--- config.mk ---
export PLATFORM = sky130hd
export DESIGN_NAME = uart_rx_buffer
export DESIGN_NICKNAME = d
export VERILOG_FILES = /design/src/rtl/uart_pkg.sv /design/src/rtl/uart_rx_fifo.sv /design/src/rtl/uart_rx_buffer.sv
export SDC_FILE = /design/constraint.sdc
export NUM_CORES = 1
export LEC_CHECK = 0
export ABC_CLOCK_PERIOD_IN_PS = 2900
export CORE_ASPECT_RATIO = 0.5
export CORE_MARGIN = 2
export CORE_UTILIZATION = 51
export CTS_BUF_LIST = sky130_fd_sc_hd__clkbuf_8
export DETAILED_ROUTE_END_ITERATION = 6
export PLACE_DENSITY_LB_ADDON = 0.2
export SLEW_MARGIN = 10
export SYNTH_ARGS = -nofsm -noshare
export SYNTH_HDL_FRONTEND = slang
export SYNTH_SLANG_ARGS = --single-unit
--- constraint.sdc ---
create_clock -name rClk -period 2.9 [get_ports rClk]
set_clock_uncertainty 0.2 [all_clocks]
set_input_delay 0.87 -clock rClk [delete_from_list [all_inputs] [get_ports rClk]]
set_output_delay 0.87 -clock rClk [all_outputs]
set_load 0.03 [all_outputs]
--- src/rtl/uart_pkg.sv ---
// Shared CoreUART constants and receive deframer state encoding.
// Used by both the receive buffer and the transmit side.
package uart_pkg;

  localparam int BITWIDTH   = 8;
  localparam int OVS        = 16;
  localparam int PARITY_ODD = 0;

  typedef enum logic [2:0] {
    IDLE,
    START,
    DATA,
    PARITY,
    STOP
  } rx_state_e;

endpackage

--- src/rtl/uart_rx_fifo.sv ---
// Receive byte buffer: DEPTH x WIDTH, registered read data, one cycle from pop to pop_dat_o.
// Push while full is dropped unless a pop happens in the same cycle; pop while empty is ignored.
module uart_rx_fifo #(
  parameter int WIDTH = 8,
  parameter int DEPTH = 4
) (
  input  logic                     clk_i,
  input  logic                     rst_i,
  input  logic                     push_i,
  input  logic [WIDTH-1:0]         push_dat_i,
  input  logic                     pop_i,
  output logic [WIDTH-1:0]         pop_dat_o,
  output logic                     full_o,
  output logic [$clog2(DEPTH):0]   count_o
);

  localparam int AW = $clog2(DEPTH);
  localparam int CW = AW + 1;

  logic [WIDTH-1:0] mem_q [DEPTH];
  logic [AW-1:0]    wr_ptr_q, wr_ptr_d;
  logic [AW-1:0]    rd_ptr_q, rd_ptr_d;
  logic [CW-1:0]    count_q, count_d;
  logic [WIDTH-1:0] dat_q, dat_d;
  logic             empty;
  logic             do_push;
  logic             do_pop;

  assign empty   = (count_q == '0);
  assign full_o  = (count_q == CW'(DEPTH));
  assign count_o = count_q;
  assign pop_dat_o = dat_q;

  assign do_pop  = pop_i && !empty;
  // A full buffer still accepts a byte when the head leaves in the same cycle.
  assign do_push = push_i && (!full_o || do_pop);

  always_comb begin
    wr_ptr_d = wr_ptr_q;
    rd_ptr_d = rd_ptr_q;
    count_d  = count_q;
    dat_d    = dat_q;
    if (do_push) begin
      wr_ptr_d = wr_ptr_q + 1'b1;
    end
    if (do_pop) begin
      rd_ptr_d = rd_ptr_q + 1'b1;
      dat_d    = mem_q[rd_ptr_q];
    end
    case ({do_push, do_pop})
      2'b10:   count_d = count_q + 1'b1;
      2'b01:   count_d = count_q - 1'b1;
      default: count_d = count_q;
    endcase
  end

  always_ff @(posedge clk_i) begin
    if (rst_i) begin
      wr_ptr_q <= '0;
      rd_ptr_q <= '0;
      count_q  <= '0;
      dat_q    <= '0;
    end else begin
      wr_ptr_q <= wr_ptr_d;
      rd_ptr_q <= rd_ptr_d;
      count_q  <= count_d;
      dat_q    <= dat_d;
    end
  end

  always_ff @(posedge clk_i) begin
    if (do_push) begin
      mem_q[wr_ptr_q] <= push_dat_i;
    end
  end

endmodule

--- src/rtl/uart_rx_buffer.sv ---
// UART receive deframer + buffer; byte readable one cycle after its stop-bit sample, host pops via rRD.
// Full buffer drops new bytes (sticky rOverflow); optional parity check enabled by UART_RX_PARITY_EN.
module uart_rx_buffer
  import uart_pkg::*;
#(
  parameter int DEPTH = 4
) (
  input  logic                rClk,
  input  logic                rRst,
  input  logic                rBaudTick,
  input  logic                rRxd,
  input  logic                rRD,
  input  logic                rClrErr,
  output logic [BITWIDTH-1:0] rdataOut,
  output logic                rRxRdy,
  output logic                rFULL,
  output logic                rOverflow,
  output logic                rFramingErr,
  output logic                rParityErr
);

  localparam int TW  = $clog2(OVS);
  localparam int BCW = $clog2(BITWIDTH);
  localparam logic [TW-1:0]  HALF_TICK = TW'(OVS / 2 - 1);
  localparam logic [TW-1:0]  LAST_TICK = TW'(OVS - 1);
  localparam logic [BCW-1:0] LAST_BIT  = BCW'(BITWIDTH - 1);

  logic                sync1_q, sync2_q;
  logic                rxd;
  rx_state_e           state_q, state_d;
  logic [TW-1:0]       tick_q, tick_d;
  logic [BCW-1:0]      bit_q, bit_d;
  logic [BITWIDTH-1:0] shift_q, shift_d;
  logic                push, pop;
  logic                fe_set, ovf_set;
  logic                fe_q, ovf_q;
  logic                fifo_full;
  logic [$clog2(DEPTH):0] fifo_cnt;
`ifdef UART_RX_PARITY_EN
  logic                par_fail_q, par_fail_d;
  logic                pe_set;
  logic                pe_q;
`endif

  assign rxd = sync2_q;

  always_comb begin
    state_d = state_q;
    tick_d  = tick_q;
    bit_d   = bit_q;
    shift_d = shift_q;
    push    = 1'b0;
    fe_set  = 1'b0;
`ifdef UART_RX_PARITY_EN
    par_fail_d = par_fail_q;
    pe_set     = 1'b0;
`endif
    if (rBaudTick) begin
      case (state_q)
        IDLE: begin
          if (!rxd) begin
            state_d = START;
            tick_d  = '0;
          end
        end
        START: begin
          if (tick_q == HALF_TICK) begin
            tick_d = '0;
            bit_d  = '0;
`ifdef UART_RX_PARITY_EN
            par_fail_d = 1'b0;
`endif
            // A line that is high again at mid start bit was a glitch.
            state_d = rxd ? IDLE : DATA;
          end else begin
            tick_d = tick_q + 1'b1;
          end
        end
        DATA: begin
          if (tick_q == LAST_TICK) begin
            tick_d  = '0;
            shift_d = {rxd, shift_q[BITWIDTH-1:1]};
            bit_d   = bit_q + 1'b1;
            if (bit_q == LAST_BIT) begin
`ifdef UART_RX_PARITY_EN
              state_d = PARITY;
`else
              state_d = STOP;
`endif
            end
          end else begin
            tick_d = tick_q + 1'b1;
          end
        end
`ifdef UART_RX_PARITY_EN
        PARITY: begin
          if (tick_q == LAST_TICK) begin
            tick_d  = '0;
            state_d = STOP;
            if (((^shift_q) ^ rxd) != 1'(PARITY_ODD)) begin
              par_fail_d = 1'b1;
              pe_set     = 1'b1;
            end
          end else begin
            tick_d = tick_q + 1'b1;
          end
        end
`endif
        STOP: begin
          if (tick_q == LAST_TICK) begin
            // Leaving at mid stop bit lets the next start edge be caught on time.
            state_d = IDLE;
            tick_d  = '0;
            if (rxd) begin
`ifdef UART_RX_PARITY_EN
              push = !par_fail_q;
`else
              push = 1'b1;
`endif
            end else begin
              fe_set = 1'b1;
            end
          end else begin
            tick_d = tick_q + 1'b1;
          end
        end
        default: begin
          state_d = IDLE;
          tick_d  = '0;
        end
      endcase
    end
  end

  assign pop     = rRD && rRxRdy;
  assign ovf_set = push && fifo_full && !pop;

  always_ff @(posedge rClk) begin
    if (rRst) begin
      sync1_q <= 1'b1;
      sync2_q <= 1'b1;
      state_q <= IDLE;
      tick_q  <= '0;
      bit_q   <= '0;
      shift_q <= '0;
      fe_q    <= 1'b0;
      ovf_q   <= 1'b0;
    end else begin
      sync1_q <= rRxd;
      sync2_q <= sync1_q;
      state_q <= state_d;
      tick_q  <= tick_d;
      bit_q   <= bit_d;
      shift_q <= shift_d;
      fe_q    <= fe_set | (fe_q & ~rClrErr);
      ovf_q   <= ovf_set | (ovf_q & ~rClrErr);
    end
  end

`ifdef UART_RX_PARITY_EN
  always_ff @(posedge rClk) begin
    if (rRst) begin
      par_fail_q <= 1'b0;
      pe_q       <= 1'b0;
    end else begin
      par_fail_q <= par_fail_d;
      pe_q       <= pe_set | (pe_q & ~rClrErr);
    end
  end
  assign rParityErr = pe_q;
`else
  assign rParityErr = 1'b0;
`endif

  uart_rx_fifo #(
    .WIDTH (BITWIDTH),
    .DEPTH (DEPTH)
  ) u_fifo (
    .clk_i      (rClk),
    .rst_i      (rRst),
    .push_i     (push),
    .push_dat_i (shift_q),
    .pop_i      (pop),
    .pop_dat_o  (rdataOut),
    .full_o     (fifo_full),
    .count_o    (fifo_cnt)
  );

  assign rRxRdy      = (fifo_cnt != '0);
  assign rFULL       = fifo_full;
  assign rOverflow   = ovf_q;
  assign rFramingErr = fe_q;

endmodule

* Yosys cells after proc, flatten, opt, wreduce, memory -nomap -nowiden
Memories as Yosys holds them, arrays and structs flattened. A register that Yosys moved wholly into a read port is not among the register bits. Index checks and enable logic that the tools add are counted.
Operators by class: $add $sub $neg 6, eq/ne operators 14, multiplexer cells 25, bitwise logic cells 5, reductions and logical operators 19
Operators by type and width (number):
- 3-bit two-way mux | 7
- 4-bit two-way mux | 3
- 3-bit case mux with 2 select lines | 2
- 3-bit case mux with 4 select lines | 1
- 4-bit case mux with 3 select lines | 1
- 1-bit two-way mux | 10
- 2-bit inequality test (second input constant) | 5
- 3-bit equality test (second input constant) | 3
- 3-bit by 1-bit adder with 3-bit output (second input constant) | 2
- 3-bit logical NOT | 2
- 6-bit AND reduction | 1
- 1-bit logical AND | 5
- 2-bit by 1-bit adder with 2-bit output (second input constant) | 2
- 4-bit by 1-bit adder with 4-bit output (second input constant) | 1
- 4-bit by 3-bit equality test with 1-bit output (second input constant) | 1
- 4-bit equality test (second input constant) | 1
- 4-bit AND reduction | 1
- 2-bit nonzero test | 2
- 3-bit by 1-bit equality test with 1-bit output (second input constant) | 1
- 3-bit by 2-bit equality test with 1-bit output (second input constant) | 1
- 1-bit logical NOT | 3
- 3-bit AND reduction | 1
- 3-bit nonzero test | 1
- 3-bit by 1-bit subtractor with 3-bit output (second input constant) | 1
- 9 further kinds | 11
Storage, ports and cells: flip-flop bits (word level) 29, RAM bits 32, bits of input ports 6, memories kept 1
Memory list:
- u_fifo.mem_q | depth 4, bits a word 8, rd ports 1, clocked after Yosys merged registers in 1, wr ports 1, line uart_rx_fifo.sv:20 | logic [WIDTH-1:0] mem_q [DEPTH];

* Depth between registers and ports, before layout
Gate-level depths: netlist of run 1.
word-level depth 7, mapped depth 8, depth with buffers taken out 8

* Hierarchy
Synthesis of run 1 repeated with hierarchy kept, for this count alone.
Second synthesis, totals: cells, all modules 244, area total of the unflattened synthesis 2944.1 µm²
By module, submodules not included:
- uart_rx_fifo | times used 1, cells each 126, area an instance 1876.8 µm², sequential area each 1261.2 µm²
- uart_rx_buffer | times used 1, cells each 118, area an instance 1067.3 µm², sequential area each 440.4 µm²

* Least setup slack after synthesis of run 1
No wires, ideal clock.
kind in2reg, from input rBaudTick, to register u_fifo.count_q[2] (netlist: u_fifo.count_o[2]), library setup time 0.121 ns, data arrival time 2.343 ns, required time 2.579 ns, slack 0.236 ns, stages on the path 7, cell sequence and4_1 a21oi_1 inv_1 fa_1 nor2_1 a22oi_2 mux2_4
On the way: longest elaborated chain between the ends 4, elaborated cells between the ends (all ways) 6, those cells by class eq/ne: 2; mux: 2; reduce/logical: 2
Ends and longest elaborated chain:
- from (decl) | line uart_rx_buffer.sv:10 | input logic rBaudTick,
- 1-bit two-way mux (*) | line uart_rx_buffer.sv:58 | if (rBaudTick) begin
- 1-bit logical AND (*) | line uart_rx_fifo.sv:36 | assign do_push = push_i && (!full_o || do_pop);
- 2-bit by 1-bit equality test with 1-bit output / 2-bit equality test (equally long branches) | line uart_rx_fifo.sv:50 | case ({do_push, do_pop})
- 3-bit case mux with 2 select lines / 2-bit nonzero test (equally long branches)
- to (signal assigned) | line uart_rx_fifo.sv:66 | count_q <= count_d;
- to (decl) | line uart_rx_fifo.sv:23 | logic [CW-1:0] count_q, count_d;
Every way passes the cells marked *; elsewhere a longest branch is shown, timed or not. A chain may end at the register's enable or synchronous reset.

* Worst setup path after layout of run 1
from register u_fifo.count_q[0] (netlist: u_fifo.count_o[0]), to output rRxRdy
On the way: longest elaborated chain between the ends 1
Ends and longest elaborated chain:
- 3-bit nonzero test | line uart_rx_buffer.sv:189 | assign rRxRdy = (fifo_cnt != '0);
- to (decl) | line uart_rx_buffer.sv:15 | output logic rRxRdy,
No other way between the ends.

==> results of run 1 <==
==> repair_timing <==
| item | 4_1_cts | 5_1_grt |
|---|---|---|
| setup endpoints to repair | 1 | 0 |
| hold buffers | 0 | 0 |
| resized for setup | 1 | 0 |
==> report_power, final <==
group	internal [µW]	switching (µW)	total (µW)
Clock	393	366	759
Combinational	20.2	25.3	45.5
Sequential	1010	1.76	1010
==> layout make-up <==
cell class	count	area share, %
flip-flops and latches	69	47.4
multi-input cells	158	34.6
repair buffers	34	9.31
clock buffers	9	3.45
well taps	73	2.54
clock inverters	7	1.88
inverters	8	0.837
==> worst max-delay path, delay by kind of cell, from the launching register on <==
kind / cells / cell delay, ps
buffers and inverters: 1 / 600
DFF: 1 / 400
and+or+nand+nor: 1 / 370
==> synth_stat cells (4+ instances only) <==
master | number | share of area (%)
a21oi_1 | 16 | 2.6
nand2_1 | 25 | 3.1
buf_2 | 6 | 0.98
ha_1 | 7 | 2.9
mux2i_1 | 12 | 3.9
nand3_1 | 5 | 0.82
dfxtp_1 | 37 | 24
inv_1 | 8 | 0.98
nand2b_1 | 4 | 0.82
nand4b_1 | 4 | 1.1
mux4_2 | 8 | 5.9
clkbuf_1 | 5 | 0.62
nor2_1 | 21 | 2.6
edfxtp_1 | 32 | 32
and2_1 | 6 | 1.2
a31oi_1 | 4 | 0.82
==> layer usage <==
metal,up-vias,track usage (%),wire [µm]
li1,959,-,-
met1,932,23.7,2550
met2,40,31.7,2730
met3,9,6.90,295
met4,0,8.71,74
met5,-,0,0
==> state kept, by name (all words and copies together), names as in the netlist <==
name              count
u_fifo.mem_q         32
shift_q               8
u_fifo.pop_dat_o      8
tick_q                4
bit_q                 3
state_q               3
u_fifo.count_o        3
u_fifo.rd_ptr_q       2
u_fifo.wr_ptr_q       2
rFramingErr           1
rOverflow             1
rxd                   1
sync1_q               1
==> layout by cell type, fill, tap and decap left out, types with 4 or more instances in the layout <==
master           netlist  final
nor2_1                21     21
a31oi_1                4      4
nand2_1               25     25
ha_1                   7      7
nand3_1                5      5
a21oi_1               16     16
clkdlybuf4s50_1        0     16
nand2b_1               4      4
mux4_2                 8      8
inv_1                  8     10
and2_1                 6      6
nand4b_1               4      4
buf_4                  1     14
dfxtp_1               37     37
edfxtp_1              32     32
clkbuf_8               0      9
mux2i_1               12     12
==> final timing paths <==
| check | to | depth (start not counted) | slack, ps | start |
|---|---|---|---|---|
| setup / recovery | rRxRdy | 2 | 110 | u_fifo.count_o[0] |
| hold reg to reg | rxd | 1 | 230 | sync1_q |
| setup reg to reg | u_fifo.count_o[2] | 7 | 510 | state_q[1] |
| hold / removal | rxd | 1 | 230 | sync1_q |
==> logic make-up after synthesis <==
| logic type | count (synthesis) | synth area share, % |
|---|---|---|
| other cells | 1 | 0.123 |
| compound gates | 30 | 7.22 |
| mux | 22 | 10.7 |
| flops | 69 | 55.8 |
| buf+inv | 23 | 3.49 |
| xor+xnor | 5 | 1.44 |
| simple gates | 92 | 17.7 |
| fa+ha+maj | 8 | 3.53 |
==> metrics by stage <==
stage / hold slack (ps) / cell area (µm²) / util [%] / TNS (ps) / std cells
after floorplan: 189 / 3050 / - / 0 / 250
after CTS: 243 / 3590 / 63.7 / 0 / 358
after global routing: 261 / 3590 / 63.7 / 0 / 358
after global placement: 219 / 3400 / 60.3 / -110 / 342
final: 234 / 3590 / 63.7 / 0 / 358
after detailed placement: 218 / 3400 / 60.3 / -164 / 342
==> impl_metrics.csv, run 1 <==
group,metric,value,unit
synthesis,synthCells,250,
setup_path,critPathSlowestCell,"clkdlybuf4s50_1",
global_route,grt_pass1_vias,1932,
layout,multi_input_area,1240,µm²
cts,clkSlewWorstSetupHoldPaths,70,ps
cts,clock-sinks,69,
synthesis,yosys_warnings,0,
synthesis,synth_seq_cells,69,
setup_path,required,1830,ps
synthesis,syn-cell-area,3050,µm²
cts,post_cts_buffers,0,
cts,cts_tree,"yes",
placed_design,place_ws,-112,ps
drt,vias,1940,
placed_design,hpwl,3.85,mm
drt,vias_per_cell,5.42,
timing,final_hold_viol_count,0,
setup_path,critPathMaxFanout,8,
setup_path,criticalPathCategory,"flop to output port",
floorplan,die_x,113,µm
global_route,grt_pass1_wl,9.54,mm
layout,nFillCells,452,
placed_design,gp_congestion,0.785,
pwr,p_leak,0.00132,µW
floorplan,start_util,54.1,%
setup_path,cp.arrival,1720,ps
synthesis,netlist-cell-type-count,53,
pwr,vdd_drop_max,0.414,mV
global_route,grt_overflow,0,
hold_path,worstHoldPathType,"flop to flop",
global_route,antenna_found_initial,0,
timing,setup_viol,0,
layout,areaGrowthSynthToFinish,17.7,%
pwr,power,1820,µW
drt,drtIter0Drc,100,
outcome,status,"finished clean",
setup_path,max_stage_delay,600,ps
global_route,grt.total_usage,19.3,%
setup_path,cp-start-kind,"flop",
timing,fin_crit_sh,96.2,%
layout,layout-drive-gt1-share,18.6,%
synthesis,synthFlopType,"dfxtp_1",
drt,drc,0,
synthesis,synth_edf_count,32,
synthesis,yosysSeqAreaShare,55.8,%
synthesis,avgSynthCellArea,12.2,µm²
drt,routed_wl,5.64,mm
cts,cts_root_buf,"clkbuf_8",
placed_design,io_buffers,17,
floorplan,io_pins,19,
floorplan,die_h,58.7,µm
setup_path,cp-end-kind,"output port",
timing,period_needed,2790,ps
synthesis,synthesis.nets,264,
synthesis,synth-async-reset-ratio,0,%
floorplan,row_count,19,
timing,rsz0062_at_grt,"false",
timing,tightest_slew,623,ps
timing,fin_ws,109,ps
timing,max-slew-margin-rel,57.9,%
floorplan,core_area,5630,µm²
flow_run,maxCapViolations,0,
drt,dr.pass1.iters,4,
pwr,power.density,506,nW/µm²
global_route,grt_max_degree,39,
timing,drv_slew,0,
cts,cts_htree_levels,3,
drt,wire_per_inst,15.8,µm
layout,num_antenna_cells,0,
timing,max_freq,0.358,GHz
cts,clk_latency,350,ps
cts,numCtsBuffers,9,
drt,ant_nets,0,
setup_path,cp_cell_sequence,"or3_1, clkdlybuf4s50_1",
layout,fin_nets,294,
cts,clock_path_buffers,2,
layout,seq_area,1700,µm²
floorplan,die_area,6650,µm²
Power figures use the tool's default switching activity.
==> run 2: changes to the inputs <==
--- a/config.mk
+++ b/config.mk
@@ -6,11 +6,13 @@
 export NUM_CORES = 1
 export LEC_CHECK = 0
 export ABC_CLOCK_PERIOD_IN_PS = 2900
+export CAP_MARGIN = 0
 export CORE_ASPECT_RATIO = 0.5
 export CORE_MARGIN = 2
 export CORE_UTILIZATION = 51
 export CTS_BUF_LIST = sky130_fd_sc_hd__clkbuf_8
 export DETAILED_ROUTE_END_ITERATION = 6
+export DONT_BUFFER_PORTS = 1
 export PLACE_DENSITY_LB_ADDON = 0.2
 export SLEW_MARGIN = 10
 export SYNTH_ARGS = -nofsm -noshare
==> constraint.sdc (replaced) <==
create_clock -name rClk -period 2.9 [get_ports rClk]
set_clock_uncertainty 0.2 [all_clocks]
set_input_delay 0.58 -clock rClk [delete_from_list [all_inputs] [get_ports rClk]]
set_output_delay 0.58 -clock rClk [all_outputs]
set_load 0.03 [all_outputs]
==> impl_metrics.csv, run 2 (synthesis gave the netlist of run 1 again) <==
group,metric,value,unit
pwr,vdd_drop_max,0.375,mV
floorplan,io_pins,19,
layout,areaGrowthSynthToFinish,7.30,%
timing,fin_ws,257,ps
drt,ant_nets,0,
setup_path,critPathSlowestCell,"fa_1",
setup_path,cp_cell_sequence,"ha_1, and4_1, a21oi_1, inv_1, fa_1, nor2_1, a22oi_2, mux2_4",
drt,drc,0,
timing,drv_slew,0,
timing,max_freq,0.378,GHz
global_route,grt_overflow,0,
hold_path,worstHoldPathType,"primary input to flop",
placed_design,place_ws,297,ps
layout,layout-drive-gt1-share,15.0,%
cts,post_cts_buffers,0,
global_route,grt.total_usage,18.2,%
timing,tightest_slew,635,ps
layout,final_common_cell,"dfxtp_1",
cts,cts_hold_buf,0,
timing,final_hold_viol_count,0,
drt,drtIter0Drc,132,
flow_run,maxCapViolations,0,
setup_path,cp-start-kind,"flop",
cts,clk_latency,340,ps
cts,cts_tree,"yes",
timing,period_needed,2640,ps
floorplan,die_x,113,µm
pwr,p_leak,0.00116,µW
global_route,grt_pass1_wl,8.89,mm
global_route,antenna_found_initial,0,
placed_design,io_buffers,0,
drt,vias,1845,
timing,setup_tns,0,ps
layout,num_antenna_cells,0,
floorplan,row_count,19,
cts,numCtsBuffers,9,
setup_path,critPathMaxFanout,8,
layout,fin_nets,263,
setup_path,max_stage_delay,420,ps
setup_path,reg2regPathDepth,8,
pwr,power.density,538,nW/µm²
layout,regMostFlops,"u_fifo.mem_q",
floorplan,die_h,58.7,µm
setup_path,required,2930,ps
cts,clock-sinks,69,
drt,dr.pass1.iters,4,
placed_design,hpwl,3.52,mm
placed_design,dp_cells,311,
cts,cts_htree_levels,3,
timing,fin_crit_sh,91.2,%
drt,vias_per_cell,5.64,
timing,setup_viol,0,
layout,stdcell_count,327,
floorplan,die_area,6650,µm²
cts,clock_path_buffers,2,
cts,cts_resized,0,
drt,wire_per_inst,16.0,µm
global_route,grt_pass1_vias,1794,
placed_design,gp_congestion,0.817,
layout,largest_reg_flops,32,
setup_path,cp-end-kind,"flop",
timing,rsz0062_at_grt,"false",
outcome,status,"finished clean",
floorplan,core_area,5630,µm²
floorplan,start_util,54.1,%
setup_path,cp.arrival,2670,ps
setup_path,criticalPathCategory,"flop to flop",
drt,routed_wl,5.22,mm
timing,max-slew-margin-rel,57.6,%
cts,clkSlewWorstSetupHoldPaths,70,ps
layout,mostFrequentLayoutCells,"dfxtp_1, edfxtp_1, nand2_1, nor2_1, a21oi_1",
global_route,grt_max_degree,39,
hold_path,whs_path_depth,1,
cts,cts_root_buf,"clkbuf_8",
## run 2: cell count changes in the layout (fill, tap and decap cells not counted)
cell,previous run,this run
inv_6,1,0
clkdlybuf4s50_1,16,0
clkinv_1,0,1
buf_12,3,0
dlygate4sd2_1,1,0
clkinvlp_4,1,2
buf_4,14,3
clkinv_4,1,0
## run 2: layout make-up
cell class | count | area [µm²]
clock buffer | 9 | 124
clock inverter | 7 | 61.3
fill | 455 | 2360
inverter | 8 | 30.0
multi-input combinational | 158 | 1240
sequential | 69 | 1700
tap | 73 | 91.3
timing repair buffer | 3 | 22.5
## run 2: metrics by stage
step	total power (µW)	area, µm²	util, %	hold WS (ps)
after floorplan	1060	3050	-	189
after global placement	1060	3090	54.8	233
after detailed placement	1060	3090	54.8	231
after CTS	1780	3270	58.1	80.0
after global routing	1830	3270	58.1	74.6
final	1760	3270	58.1	105
## run 2: critical path, delay by kind of cell, from the launching register on
kind,cells,cell delay (ps)
AND/OR/NAND/NOR,2,410
AO/OA/AOI/OAI,2,390
buffers and inverters,1,150
multiplexers,1,310
adder cells (fa/ha/maj),2,730
flip-flops,1,330
## run 2: per-layer routing
layer | vias to the layer above | share of wire [%] | global-route usage [%]
met3 | 4 | 5.3 | 8.55
met5 | - | 0 | 0
met2 | 36 | 50 | 31.7
met4 | 0 | 0.88 | 5.40
li1 | 900 | - | -
met1 | 905 | 44 | 20.4
## run 2: report_power, final
| part | switching (µW) | total, µW | leakage (µW) | internal [µW] |
|---|---|---|---|---|
| Clock | 341 | 727 | 0.0000953 | 386 |
| Sequential | 4.63 | 1020 | 0.000652 | 1010 |
| Combinational | 9.53 | 18.4 | 0.000416 | 8.90 |
## run 2: final timing paths
check | slack (ps) | from | endpoint
setup reg to reg | 260 | tick_q[0] | u_fifo.count_o[2]
hold / removal | 110 | rRst | shift_q[0]
hold reg to reg | 240 | sync1_q | rxd
setup / recovery | 260 | tick_q[0] | u_fifo.count_o[2]
